==> src/rtl/regfile_wr_demux.sv <==
// regfile_wr_demux: buffered write side of the register file.
// Optional bypass lookup enabled by REGFILE_WR_BYPASS_EN.
module regfile_wr_demux #(
  parameter  int DATA_W   = 64,
  parameter  int ADDR_W   = 5,
  parameter  int DEPTH    = 2,
  parameter  int ZERO_REG = 31,
  localparam int NREG     = 2**ADDR_W,
  localparam int PTR_W    = $clog2(DEPTH),
  localparam int CNT_W    = PTR_W + 1
) (
  input  logic              clk,
  input  logic              reset_n,
  input  logic              in_valid,
  output logic              in_ready,
  input  logic [ADDR_W-1:0] in_addr,
  input  logic [DATA_W-1:0] in_data,
  input  logic              rf_busy,
  output logic [NREG-1:0]   wr_en,
  output logic [DATA_W-1:0] wr_data,
  output logic [CNT_W-1:0]  count,
  input  logic [ADDR_W-1:0] byp_addr,
  output logic              byp_hit,
  output logic [DATA_W-1:0] byp_data
);

  logic [ADDR_W-1:0] addr_q [DEPTH];
  logic [DATA_W-1:0] data_q [DEPTH];
  logic [PTR_W-1:0]  wptr_q, wptr_d;
  logic [PTR_W-1:0]  rptr_q, rptr_d;
  logic [CNT_W-1:0]  count_q, count_d;
  logic              push, pop;

  assign in_ready = (count_q != CNT_W'(DEPTH));
  assign push = in_valid & in_ready
              & (in_addr != ADDR_W'(ZERO_REG));
  assign pop  = (count_q != '0) & ~rf_busy;
  assign count = count_q;

  // Next pointers and occupancy from push/pop.
  always_comb begin
    wptr_d  = wptr_q;
    rptr_d  = rptr_q;
    count_d = count_q;
    if (push) wptr_d = wptr_q + PTR_W'(1);
    if (pop)  rptr_d = rptr_q + PTR_W'(1);
    unique case ({push, pop})
      2'b10:   count_d = count_q + CNT_W'(1);
      2'b01:   count_d = count_q - CNT_W'(1);
      default: count_d = count_q;
    endcase
  end

  // FIFO storage and pointer state.
  always_ff @(posedge clk or negedge reset_n) begin
    if (!reset_n) begin
      wptr_q  <= '0;
      rptr_q  <= '0;
      count_q <= '0;
      for (int i = 0; i < DEPTH; i++) begin
        addr_q[i] <= '0;
        data_q[i] <= '0;
      end
    end else begin
      wptr_q  <= wptr_d;
      rptr_q  <= rptr_d;
      count_q <= count_d;
      if (push) begin
        addr_q[wptr_q] <= in_addr;
        data_q[wptr_q] <= in_data;
      end
    end
  end

  // Issue the head entry as a one-hot write.
  always_comb begin
    wr_en   = '0;
    wr_data = '0;
    if (pop) begin
      wr_en[addr_q[rptr_q]] = 1'b1;
      wr_data               = data_q[rptr_q];
    end
  end

`ifdef REGFILE_WR_BYPASS_EN
  logic [PTR_W-1:0] byp_idx;

  // Scan oldest to youngest so the youngest match wins.
  always_comb begin
    byp_hit  = 1'b0;
    byp_data = '0;
    byp_idx  = '0;
    for (int i = 0; i < DEPTH; i++) begin
      byp_idx = rptr_q + PTR_W'(i);
      if ((CNT_W'(i) < count_q)
          && (addr_q[byp_idx] == byp_addr)
          && (byp_addr != ADDR_W'(ZERO_REG))) begin
        byp_hit  = 1'b1;
        byp_data = data_q[byp_idx];
      end
    end
  end
`else
  logic unused_byp;
  assign unused_byp = ^byp_addr;

  // Bypass disabled: outputs tied off.
  always_comb begin
    byp_hit  = 1'b0;
    byp_data = '0;
  end
`endif

endmodule

==> config.mk <==
export PLATFORM = sky130hd
export DESIGN_NAME = regfile_wr_demux
export DESIGN_NICKNAME = d
export VERILOG_FILES = /design/src/rtl/regfile_wr_demux.sv
export SDC_FILE = /design/constraint.sdc
export NUM_CORES = 1
export LEC_CHECK = 0
export BUFFER_PORTS_ARGS = -buffer_cell sky130_fd_sc_hd__buf_2
export CORE_UTILIZATION = 56
export CTS_BUF_LIST = sky130_fd_sc_hd__clkbuf_8
export CTS_CLUSTER_DIAMETER = 50
export DETAILED_ROUTE_END_ITERATION = 8
export GPL_TIMING_DRIVEN = 0
export PLACE_DENSITY = 0.95
export REMOVE_ABC_BUFFERS = 1
export SYNTH_ARGS = -nofsm -noshare
export SYNTH_HDL_FRONTEND = slang
export SYNTH_SLANG_ARGS = --single-unit
==> constraint.sdc <==
create_clock -name clk -period 2.92 [get_ports clk]
set_clock_uncertainty 0.1 [all_clocks]
set_input_delay 0.146 -clock clk [delete_from_list [all_inputs] [get_ports clk]]
set_output_delay 0.146 -clock clk [all_outputs]
set_load 0.01 [all_outputs]
# ---- Word-level counts from Yosys, hierarchy flattened
# Cells that the tools add are included.
dict set report classes {
  n_div 0
  n_reduce_logical 4
  bitwise_logic 6
  shifts 0
  n_mul 0
  add_sub_neg 4
  eq_ne 4
  muxes 17
  n_lt_le_gt_ge 5
}
# operator n
set op_table {}
lappend op_table {{$mux W64} 5}
lappend op_table {{$bwmux W128} 1}
lappend op_table {{$demux W64 S1} 1}
lappend op_table {{$mux W32} 1}
lappend op_table {{$mux W5} 4}
lappend op_table {{$bwmux W10} 1}
lappend op_table {{$lt A5 B6 Y1 const B} 1}
lappend op_table {{$demux W1 S5} 1}
lappend op_table {{$demux W5 S1} 1}
lappend op_table {{$ge A5 B1 Y1 const B} 1}
lappend op_table {{$ne A5 B5 Y1 const B} 1}
lappend op_table {{$ge A2 B2 Y1 const B} 2}
lappend op_table {{$not A1 Y2} 2}
lappend op_table {{$pmux W2 S2} 1}
lappend op_table {{$reduce_bool A2 Y1} 2}
lappend op_table {{$and A1 B1 Y1} 3}
lappend op_table {{$add A1 B1 Y1 const B} 2}
lappend op_table {{$add A2 B1 Y2 const B} 1}
lappend op_table {{$eq A2 B1 Y1 const B} 1}
lappend op_table {{$eq A2 B2 Y1 const B} 1}
lappend op_table {{$logic_and A1 B1 Y1} 2}
lappend op_table {{$lt A2 B1 Y1 const B} 1}
lappend op_table {{$ne A2 B2 Y1 const B} 1}
lappend op_table {{$sub A2 B1 Y2 const B} 1}
lappend op_table {{other kinds (2)} 2}
dict set report word_totals {
  input_bits 78
  ram_bits 0
  mem_bits_ro 0
  register_bits 142
  n_memories 0
  latchBits 0
}

# ---- Longest topological paths before layout
dict set report depth {
  depth_word 9
  depth_mapped 7
  mapped_depth_nobuf 7
}

# ---- Least setup slack after synthesis
# No wires, ideal clock.
dict set report synth_path {
  path_kind {register to register}
  from {register count_q[1], in the netlist count[1]}
  to {register count_q[1], in the netlist count[1]}
  arrival_time_ns 1.589
  period_less_slack_ns 1.768
  stages_incl_launch_ff 7
  path_slack_ns 1.152
  cell_sequence {dfrtp_1 nor2b_2 a211oi_1 inv_1 ha_1 nor2_1 xor2_1}
}
dict set report synth_via {
  elab_chain_cells 5
  elab_cells_between_ends 11
  cone_classes {2 x add/sub; 3 x eq/ne; 1 x mux; 3 x bitwise; 2 x reduce/logical}
}
# item line_no
set synth_rtl {}
lappend synth_rtl {{from (decl)} 31} ;# logic [CNT_W-1:0] count_q, count_d;
lappend synth_rtl {{from (signal assigned)} 67} ;# count_q <= count_d;
lappend synth_rtl {{$ne A2 B2 Y1} 34} ;# assign in_ready = (count_q != CNT_W'(DEPTH));
lappend synth_rtl {{$and A1 B1 Y1} 35} ;# assign push = in_valid & in_ready
lappend synth_rtl {{$and A1 B1 Y1} 36} ;# & (in_addr != ADDR_W'(ZERO_REG));
lappend synth_rtl {{$eq A2 B1 Y1 / $eq A2 B2 Y1 (equally long branches)} 47} ;# unique case ({push, pop})
lappend synth_rtl {{$pmux W2 S2 / $reduce_bool A2 Y1 (equally long branches)} -}
# Several ways; a longest one is shown, not always the timed one.
# A chain may end at the register's enable or synchronous reset.

# ---- Worst setup path after layout
dict set report layout_path {
  from {register count_q[0], in the netlist count[0]}
  to {output wr_en[17]}
}
dict set report layout_via {
  elab_chain_cells 3
}
# item line_no
set layout_rtl {}
lappend layout_rtl {{$reduce_bool A2 Y1} 37} ;# assign pop = (count_q != '0) & ~rf_busy;
lappend layout_rtl {{$and A1 B1 Y1} 37}
lappend layout_rtl {{net pop} 32} ;# logic push, pop;
lappend layout_rtl {{$mux W32} 79} ;# if (pop) begin
lappend layout_rtl {{to (decl)} 19} ;# output logic [NREG-1:0] wr_en,
# The timed path passes the listed nets, and every way through them passes these cells.

==> summary.txt <==
Clock tree
  – # resized after CTS: 0
  – Clock root cell: clkbuf_8
  – CTS tree: done
  – Sink Count: roughly 140
  – Reg clk slew, reported paths: roughly 0.08 ns
  – H-Tree Depth: 4
  – Longest Clk Path Bufs: 2
  – Clk_lat worst skew: around 0.44 ns
  – CTS Buf Count: 17

Logic synthesis
  – Post-synth top flop: dfrtp_1
  – Number of enable flip-flop cells after synthesis: 0
  – Mapped Avg Cell Area: approximately 12 um^2
  – Leading area contributor after synthesis: dfrtp_1
  – Post-synthesis async set-or-reset flop share: 100.0%
  – Synth area leaders: dfrtp_1, mux2_2, mux2i_1, buf_4, nor2_1
  – Yosys top cell area share: about half
  – Syn Std Cell Area: around 7000 um^2
  – Leading cell types by count after synthesis: dfrtp_1, mux2_2, nor2_1
  – Synthesis-stage register bit count: around 140
  – Ys Warns: 0
  – Count leader, synth: dfrtp_1
  – Register area share after synthesis: about half
  – Post-Synthesis Cells: just under 600
  – Yosys cell types: 32

Setup path
  – Worst Setup Start Kind: flip-flop
  – Worst setup EP type: output port
  – Worst-path fanout max: 36
  – Arrival time worst endpoint: roughly 2.6 ns
  – Worst setup path category: reg -> out
  – Critical Path RT: around 2.7 ns

Route
  – # DRC: 0
  – 1st-pass router iterations: 6
  – Via count: 5313
  – DR WL/cell: 17.44 um
  – Post-DR vias/cell: around 5.3
  – Antenna-violating nets left: 0
  – 1st-iter DRT viols: around 380
  – Drt total wl: ~18000 um

Place
  – Placed Area: about 8000 um^2
  – Setup WS pre-CTS: 0.3337 ns
  – Post-DP HPWL: ~10000 um
  – Cell total after placement: about 900
  – Port buffer count: approximately 170
  – Routability cong.: ~0.81

STA
  – Fin crit period: 2.797 ns
  – TNS Setup: 0 ns
  – Worst Tran Pin Value: 0.8655 ns
  – Final Hold Vio Count: 0
  – Fmax achieved: 357.5 MHz
  – Period utilisation layout: about 96%
  – Final WS setup: approximately 0.12 ns
  – Slew Viols, Final: 0
  – Slew HR: 42.12%
  – Unrepaired setup endpoints after global routing: false
  – # setup viols final: 0

Cells and area
  – Area growth syn-to-layout: 29.31%
  – Utilization after layout: about three quarters
  – Inserted Diodes: 0
  – Filler cells: 719
  – Nets: 909
  – Layout cells sized above 1: between 40% and 50%
  – Final Cell Area: 9246 um^2
  – Final std cells w/o fill: around 1000

Status
  – Status: finished, final reports clean

Die
  – Chip width: ~120 um
  – Starting density of the core: 58.56%
  – Die area: ~13000 um^2
  – Core ar.: around 12000 um^2
  – Die Ht: between 100 and 150 um
  – Num rows: 40
  – Number of top-level pins: ~240

Global route
  – Total GRT Usage: a little over a quarter
  – Largest net degree at the start of global routing: 83
  – Vias in the first global route: between 5000 and 6000
  – Initial antenna violation count: 0
  – GRT overflow: 0
  – First-pass GRT wire length: roughly 27000 um

Pwr
  – Peak supply drop: 0.0007510 V
  – Power Density: ~1100 nW/um^2
  – LEAKAGE: roughly 0.0045 uW

Hold path
  – Hold WC Path Type: in -> async

Flow run
  – Max_cap viols: 0
==> kinds of logic after synthesis <==
| family | count (synthesis) | share of synthesized area (%) |
|---|---|---|
| fa+ha+maj | 1 | 0.1750 |
| other cells | 1 | 0.05244 |
| buf+inv | 103 | 9.449 |
| compound gates | 18 | 2.362 |
| simple gates | 113 | 6.667 |
| flops | 142 | 49.69 |
| mux | 204 | 30.99 |
| xor+xnor | 5 | 0.6125 |
==> critical path: stages, from the launching register on <==
cell	delay, ns
dfrtp_1	0.53
o21bai_4	0.52
buf_12	0.28
clkinv_1	0.21
nand2_1	0.28
nor3_1	0.12
buf_2	0.18
==> per-stage QoR <==
stage                     power [uW]  hold slack [ns]
after global placement          7498           0.2781
after global routing           10430           0.1771
after CTS                       9709           0.1417
after detailed placement        7745          0.06099
after floorplan                 6489          -0.2496
final                           9895           0.1320
==> routing by layer <==
metal | vias to the layer above | share of wire (%) | track usage, %
met5 | - | 0 | 0
met4 | 0 | 2.1 | 9.610
met3 | 36 | 5.7 | 7.116
met2 | 253 | 54 | 49.28
met1 | 2638 | 38 | 29.47
li1 | 2386 | - | -
==> flip-flops by register name, summed over array words and instances, names as in the netlist <==
signal / count
rptr_q: 1
wptr_q: 1
count: 2
addr_q: 10
data_q: 128
==> what timing repair did <==
item                                    4_1_cts  5_1_grt
gates cloned                                  1        0
hold buffers                                 71        0
endpoints found under the hold margin       199        0
endpoints found under the setup margin        2       11
setup buffers                                 0        1
pin swaps                                     1        1
==> cells in the final DEF, fill, tap and decap left out, drive strengths merged, types with 2 or more instances in the layout <==
cell type,count
buf,183
dfrtp,142
mux2,139
nor2,83
dlygate4sd3,71
mux2i,65
conb,65
clkbuf,21
nor3,17
inv,8
nand2,5
bufinv,5
a22oi,4
a2bb2oi,4
o211ai,4
xnor2,3
clkinvlp,3
a211oi,3
nor2b,3
clkinv,3
xor2,2
o21bai,2
==> path summary, 6_finish.rpt <==
kind,startpoint,to,slack [ns],depth (start not counted)
max,count[0]$_DFFE_PN0P_,wr_en[17],0.12,6
min,reset_n,data_q[88]$_DFFE_PN0P_,0.13,2
max reg2reg,count[1]$_DFFE_PN0P_,data_q[28]$_DFFE_PN0P_,0.18,6
min reg2reg,data_q[54]$_DFFE_PN0P_,data_q[54]$_DFFE_PN0P_,0.39,1
max in group asynchronous,reset_n,data_q[53]$_DFFE_PN0P_,1.76,3
min in group clk,in_data[56],data_q[56]$_DFFE_PN0P_,0.37,3
==> final cells by class <==
cell class | count | area, um^2 | share of cell area (%)
timing repair buffer | 254 | 1789 | 19.35
inverter | 8 | 30.03 | 0.3248
clock inverter | 11 | 186.4 | 2.016
multi-input combinational | 407 | 3184 | 34.44
sequential | 142 | 3557 | 38.47
clock buffer | 21 | 289.0 | 3.126
tap | 168 | 210.2 | 2.273
==> where the power goes <==
| group | internal (uW) | switching [uW] |
|---|---|---|
| clock | 1100 | 743 |
| combinational | 2200 | 2120 |
| sequential | 2990 | 742 |
| total | 6290 | 3600 |
No activity file was read; power rests on OpenSTA's default activity.
